File: src/rtl/mcu_clkrst_seq.sv
// Clock-enable divider channels and sequenced reset for the MCU top level.
// Each channel yields a strobe and square wave; reset release waits for lock and stretch.
module mcu_clkrst_seq #(
  parameter int NUM_CH    = 2,
  parameter int CNT_W     = 16,
  parameter int DIV_RST   = 16000,
  parameter int RST_TICKS = 3,
  localparam int CH_W     = (NUM_CH > 1) ? $clog2(NUM_CH) : 1
) (
  input  logic              clk_i,
  input  logic              rst_i,
  input  logic              lock_i,
  input  logic              ext_rst_n_i,
  input  logic              cfg_we_i,
  input  logic [CH_W-1:0]   cfg_ch_i,
  input  logic [CNT_W-1:0]  cfg_div_i,
  output logic [NUM_CH-1:0] ce_o,
  output logic [NUM_CH-1:0] sq_o,
  output logic              rst_n_o,
  output logic [1:0]        state_o
);

  localparam int TK_W = (RST_TICKS > 1) ? $clog2(RST_TICKS + 1) : 1;

  typedef enum logic [1:0] {
    S_RESET   = 2'd0,
    S_WAIT    = 2'd1,
    S_STRETCH = 2'd2,
    S_RUN     = 2'd3
  } state_t;

  genvar g;
  for (g = 0; g < NUM_CH; g++) begin : g_ch
    logic [CNT_W-1:0] r_cnt;
    logic [CNT_W-1:0] r_div;
    logic [CNT_W-1:0] r_pend;
    logic             r_pend_vld;
    logic             r_ce;
    logic             r_sq;
    logic [CNT_W-1:0] w_eff;
    logic             w_wrap;
    logic             w_hi;
    logic             w_sel;

    // divisors below 2 cannot give a strobe and a square wave, so clamp
    assign w_eff  = (r_div < CNT_W'(2)) ? CNT_W'(2) : r_div;
    assign w_wrap = (r_cnt == (w_eff - CNT_W'(1)));
    assign w_hi   = (r_cnt >= (w_eff >> 1));
    assign w_sel  = cfg_we_i && (cfg_ch_i == CH_W'(g));

    always_ff @(posedge clk_i) begin
      if (rst_i) begin
        r_cnt      <= '0;
        r_div      <= CNT_W'(DIV_RST);
        r_pend     <= '0;
        r_pend_vld <= 1'b0;
        r_ce       <= 1'b0;
        r_sq       <= 1'b0;
      end else begin
        r_ce <= w_wrap;
        r_sq <= w_hi;
        if (w_wrap) begin
          r_cnt <= '0;
          if (r_pend_vld) r_div <= r_pend;
        end else begin
          r_cnt <= r_cnt + CNT_W'(1);
        end
        // a write on the wrap cycle stays pending for the following wrap
        if (w_sel) begin
          r_pend     <= cfg_div_i;
          r_pend_vld <= 1'b1;
        end else if (w_wrap) begin
          r_pend_vld <= 1'b0;
        end
      end
    end

    assign ce_o[g] = r_ce;
    assign sq_o[g] = r_sq;
  end

  logic r_lk_s1;
  logic r_lk_s2;
  logic r_bt_s1;
  logic r_bt_s2;

  always_ff @(posedge clk_i) begin
    if (rst_i) begin
      r_lk_s1 <= 1'b0;
      r_lk_s2 <= 1'b0;
      r_bt_s1 <= 1'b0;
      r_bt_s2 <= 1'b0;
    end else begin
      r_lk_s1 <= lock_i;
      r_lk_s2 <= r_lk_s1;
      r_bt_s1 <= ext_rst_n_i;
      r_bt_s2 <= r_bt_s1;
    end
  end

  state_t          r_state;
  state_t          w_next;
  logic [TK_W-1:0] r_tick;
  logic            w_ok;
  logic            w_last;

  assign w_ok   = r_lk_s2 & r_bt_s2;
  assign w_last = ce_o[0] && (r_tick == TK_W'(RST_TICKS - 1));

  always_ff @(posedge clk_i) begin
    if (rst_i) r_state <= S_RESET;
    else       r_state <= w_next;
  end

  always_comb begin
    w_next = r_state;
    unique case (r_state)
      S_RESET:   w_next = S_WAIT;
      S_WAIT:    if (w_ok) w_next = S_STRETCH;
      S_STRETCH: begin
        if (!w_ok)       w_next = S_WAIT;
        else if (w_last) w_next = S_RUN;
      end
      S_RUN:     if (!w_ok) w_next = S_WAIT;
      default:   w_next = S_RESET;
    endcase
  end

  // count only while stretching with lock held; any other state restarts it
  always_ff @(posedge clk_i) begin
    if (rst_i) begin
      r_tick <= '0;
    end else if ((r_state == S_STRETCH) && w_ok) begin
      if (ce_o[0]) r_tick <= r_tick + TK_W'(1);
    end else begin
      r_tick <= '0;
    end
  end

  always_comb begin
    rst_n_o = (r_state == S_RUN);
    state_o = r_state;
  end

endmodule
File: config.mk
export PLATFORM = sky130hd
export DESIGN_NAME = mcu_clkrst_seq
export DESIGN_NICKNAME = d
export VERILOG_FILES = /design/src/rtl/mcu_clkrst_seq.sv
export SDC_FILE = /design/constraint.sdc
export NUM_CORES = 1
export LEC_CHECK = 0
export ABC_CLOCK_PERIOD_IN_PS = 12500
export CORE_UTILIZATION = 45
export CTS_CLUSTER_DIAMETER = 30
export DETAILED_ROUTE_END_ITERATION = 8
export GPL_ROUTABILITY_DRIVEN = 1
export HOLD_SLACK_MARGIN = 0.06
export SYNTH_ARGS = -nofsm -noshare
export SYNTH_HDL_FRONTEND = slang
export SYNTH_SLANG_ARGS = --single-unit
File: constraint.sdc
create_clock -name clk_i -period 12.5 [get_ports clk_i]
set_clock_uncertainty 0.2 [all_clocks]
set_input_delay 1.875 -clock clk_i [delete_from_list [all_inputs] [get_ports clk_i]]
set_output_delay 1.875 -clock clk_i [all_outputs]
set_load 0.05 [all_outputs]
# == Word-level counts from Yosys, hierarchy flattened ==
# Cells that the tools add are included.
# word_totals
wordCells,63
reg_bits,110
out_inout_bits,7
inputBits,22
# op_classes
reduce_logical,13
n_mux,11
magnitude_cmp,4
n_eq_ne,9
add_sub_neg,5
bitwise_logic,3
# ops
op,count
$add A16 B1 Y16 const B,2
$eq A16 B16 Y1,2
$ge A16 B15 Y1,2
$lt A16 B2 Y1 const B,2
$mux W16,2
$sub A16 B1 Y16 const B,2
$mux W2,4
$pmux W2 S4,1
$eq A2 B2 Y1 const B,3
$reduce_or A2 Y1,3
$logic_and A1 B1 Y1,4
$mux W1,4
$ne A2 B2 Y1 const B,2
$reduce_and A2 Y1,2
$reduce_bool A2 Y1,2
$ne A3 B3 Y1 const B,1
$reduce_and A3 Y1,1
$add A2 B1 Y2 const B,1
$eq A2 B1 Y1 const B,1
$logic_not A2 Y1,1
$not A1 Y1,2
$and A1 B1 Y1,1

# == Longest topological paths before layout ==
# depth
depth_word,6
depth_mapped,15
ltp_nobuf,13

# == Least setup slack after synthesis ==
# Ideal clock, no wire load.
# synth_path
path_type,register -> register
startpoint,register g_ch[1].r_div[5]
endpoint,register g_ch[1].r_div[10]
period_less_slack_ns,4.074
path_buffers,3
required_ns,12.228
setup_time_ns,0.072
path_stages_with_launch,15
slack_ns,8.426
arrival_time_ns,3.803
cell_sequence,dfxtp_1 > buf_2 > nor4_2 > nand2_1 > o21ai_0 > ha_1 > nor4b_1 > xnor2_1 > a211oi_1 > or4b_1 > nor4_2 > and4_1 > buf_6 > buf_12 > mux2i_1
# synth_via
elab_chain_len,5
# synth_rtl
element,line,source
from (decl),35,logic [CNT_W-1:0] r_div;
from (signal assigned),54,r_div <= CNT_W'(DIV_RST);
from (signal assigned),64,if (r_pend_vld) r_div <= r_pend;
$lt A16 B2 Y1,46,assign w_eff = (r_div < CNT_W'(2)) ? CNT_W'(2) : r_div;
$mux W16 (*),46,
$sub A16 B1 Y16 (*),47,assign w_wrap = (r_cnt == (w_eff - CNT_W'(1)));
$eq A16 B16 Y1 (*),47,
$reduce_and A2 Y1 (no line) (*),n/a,
# Mark *: on every way between the ends. The rest lies on a longest branch, timed or not.
# A chain may end at the register's enable or synchronous reset.

# == Worst setup path after layout ==
# layout_path
startpoint,register g_ch[1].r_div[5]
endpoint,register g_ch[1].r_div[9]
# The elaborated chain is that of the path after synthesis.

==> metrics.md <==
| Metric | Value |
|---|---|
| CP delay by family, top | simple AND/OR/NAND/NOR gates |
| Sequence of cells on the critical path | nor4_2 > nand2_1 > o21ai_0 > ha_1 > nor4b_1 > xnor2_1 > a211oi_1 > or4b_1 > nor4_2 > and4_1 > mux2i_1 |
| Vias in the first global route | 5,146 |
| Period minus WS final | 5.24 ns |
| Num rows | 43 |
| Initial DRC count | 315 |
| Gpl congestion | 0.990 |
| Period utilization | 0.419 |
| PD cells | 98.5 nW/µm² |
| Overflow after GRT | 0 |
| Die Ht | 122 µm |
| Design Area, Final | 7060 µm² |
| CTS Hold Bufs | 0 |
| Worst slew pin tran | 1.12 ns |
| Max Clock Freq | 0.191 GHz |
| CTS tree | done |
| Worst-path fanout max | 16 |
| Largest net degree at the start of global routing | 73 |
| Static Leak | 2.69 nW |
| Total global-route track usage | 0.216 |
| Status | finished, final reports clean |
| Register area share after synthesis | 0.339 |
| Num CTS Buffers | 9 |
| Die area | 14,900 µm² |
| Ports | 29 |
| Die X | 122 µm |
| Worst rel slew slack | 0.241 |
| Synth Area per Inst | 8.10 µm² |
| Post-cts sizing count | 0 |
| Antenna viol nets, final | 0 |
| Number of port buffers | 28 |
| RSZ-0062 raised after global routing | no |
| Finish-stage setup viols | 0 |
| Initial antenna violation count | 0 |
| DRC viols | 0 |
| Crit-path max cell delay | 0.93 ns |
| EDFF count, synth | 0 |
| Via Count | 5,431 |
| CTS sink cnt | 110 |
| Post-synth top flop | dfxtp_1 |
| Wirelength per Cell | 15.2 µm |
| Syn Inst Count | 802 |
| Arrival @ worst endpoint | 5.31 ns |
| Worst-Skew Late Latency | 0.36 ns |
| Setup TNS | 0 ns |
| DP HPWL | 11.2 mm |
| Layout cells sized above 1 | 0.0462 |
| Library cells used by synthesis | 65 |
| Fillers | 1,373 |
| Global-route wire length before repair | 25.4 mm |
| Max Cap Violations | 0 |
| Peak supply drop | 72.5 µV |
| Top cell by count, worst path | nor4_2 |
| Pre-Repair DR Iteration Count | 6 |
| Slew Viols, Final | 0 |
| Register area | 2200 µm² |
| CP bufs+invs | 0 |
| Clock root buffer | clkbuf_16 |
| Core Box Area | 14,000 µm² |
| Buffers inserted by post-CTS timing repair | 0 |
| CP Capture Type | register |
| Worst setup SP type | register |
| Htree depth | 3 |
| CP Class | register to register |
| Net Count, Synth | 863 |
| Area delta synth->final | 8.72% |
| Starting Density | 0.464 |
| Final Hold Viols | 0 |
| Clock buffer depth | 2 |
| Post-Route WL | 14.9 mm |
| CP max-delay cell | nor4b_1 |
| Worst min path class | register to register |
| Post-Syn Area | 6500 µm² |
| Clock transition at path regs | 0.07 ns |
| Area post-placement | 6780 µm² |
| Multi-input gate area | 3880 µm² |
| Yosys reg bits | 110 |
| Fin nets | 858 |
| Async SR Flop Fraction | 0 |
| Setup slack, reg-to-reg | 7.26 ns |
| Vias/cell | 5.54 |
| Crit path required time | 12.57 ns |
| Diode count | 0 |
| Syn. warnings | 0 |
cells by family after synthesis:
| family | share of synthesized area |
|---|---|
| DFF | 0.339 |
| muxes | 0.0585 |
| and+or+nand+nor | 0.257 |
| AOI/OAI and AO/OA | 0.132 |
| adders and majority gates | 0.0751 |
| xor gates and xnor gates | 0.0728 |
| buffers and inverters | 0.0655 |
synthesized netlist by cell type (all sizes together) (10+ instances only):
library cell,n,area share
o21ai,10,0.0077
nor4,16,0.021
clkbuf,32,0.018
nor2,83,0.048
buf,15,0.020
nand3,28,0.022
inv,45,0.026
and3,12,0.012
nand2,125,0.072
dfxtp,110,0.34
a21oi,49,0.038
nand4,10,0.0096
nor3,17,0.014
xnor2,32,0.043
ha,39,0.075
mux2i,38,0.059
xor2,22,0.030
metrics by stage:
stage / cells / worst slack (ns) / utilization / total power (W) / hold WS, ns
floorplan: 802 / 8.43 / - / 0.000405 / 0.214
global placement: 966 / 7.51 / 0.484 / 0.000423 / 0.220
detailed placement: 966 / 7.32 / 0.484 / 0.000424 / 0.223
CTS: 981 / 7.29 / 0.505 / 0.000706 / 0.248
global route: 981 / 6.77 / 0.505 / 0.000727 / 0.265
finish: 981 / 7.26 / 0.505 / 0.000696 / 0.247
flip-flops by register name (all words and copies together) (netlist names):
register	count
g_ch.r_cnt	32
g_ch.r_div	32
g_ch.r_pend	32
g_ch.r_ce	2
g_ch.r_pend_vld	2
g_ch.r_sq	2
r_tick	2
state_o	2
r_bt_s1	1
r_bt_s2	1
r_lk_s1	1
r_lk_s2	1
placed cells by master, fill, tap and decap left out, types with 16 or more instances in the layout:
cell type | Yosys | routed
a21oi_1 | 49 | 49
clkdlybuf4s50_1 | 0 | 27
dfxtp_1 | 110 | 110
ha_1 | 39 | 39
inv_1 | 45 | 45
mux2i_1 | 38 | 38
nand2_1 | 125 | 125
nand3_1 | 28 | 28
nor2_1 | 83 | 83
nor3_1 | 16 | 16
xnor2_1 | 32 | 32
xor2_1 | 22 | 22
metal layers:
metal	routed length, µm	part of all wire	GRT usage
met3	632	0.042	0.0375
met5	0	0	0
met1	7790	0.52	0.311
met4	233	0.016	0.0732
met2	6290	0.42	0.324
cell type report:
class	instances	share of cell area
clock buffer	9	0.0319
clock inverter	6	0.00886
inverter	46	0.0244
multi-input combinational	599	0.549
sequential	110	0.312
tap	180	0.0319
timing repair buffer	31	0.0422
final timing paths:
check | start | end | cells after the start
setup reg to reg | g_ch[1].r_div[5]$_SDFFE_PP0P_ | g_ch[1].r_div[9]$_SDFFE_PP1P_ | 11
hold reg to reg | r_lk_s1$_SDFF_PP0_ | r_lk_s2$_SDFF_PP0_ | 1
hold / removal | r_lk_s1$_SDFF_PP0_ | r_lk_s2$_SDFF_PP0_ | 1
setup / recovery | g_ch[1].r_div[5]$_SDFFE_PP0P_ | g_ch[1].r_div[9]$_SDFFE_PP1P_ | 11
report_power, final:
part / leakage [nW] / switching, W / internal (W) / total, W
logic: 1.66 / 0.0000285 / 0.0000203 / 0.0000488
clock network: 0.142 / 0.000140 / 0.000140 / 0.000280
registers: 0.893 / 0.00000826 / 0.000358 / 0.000367
Power figures use the tool's default switching activity.
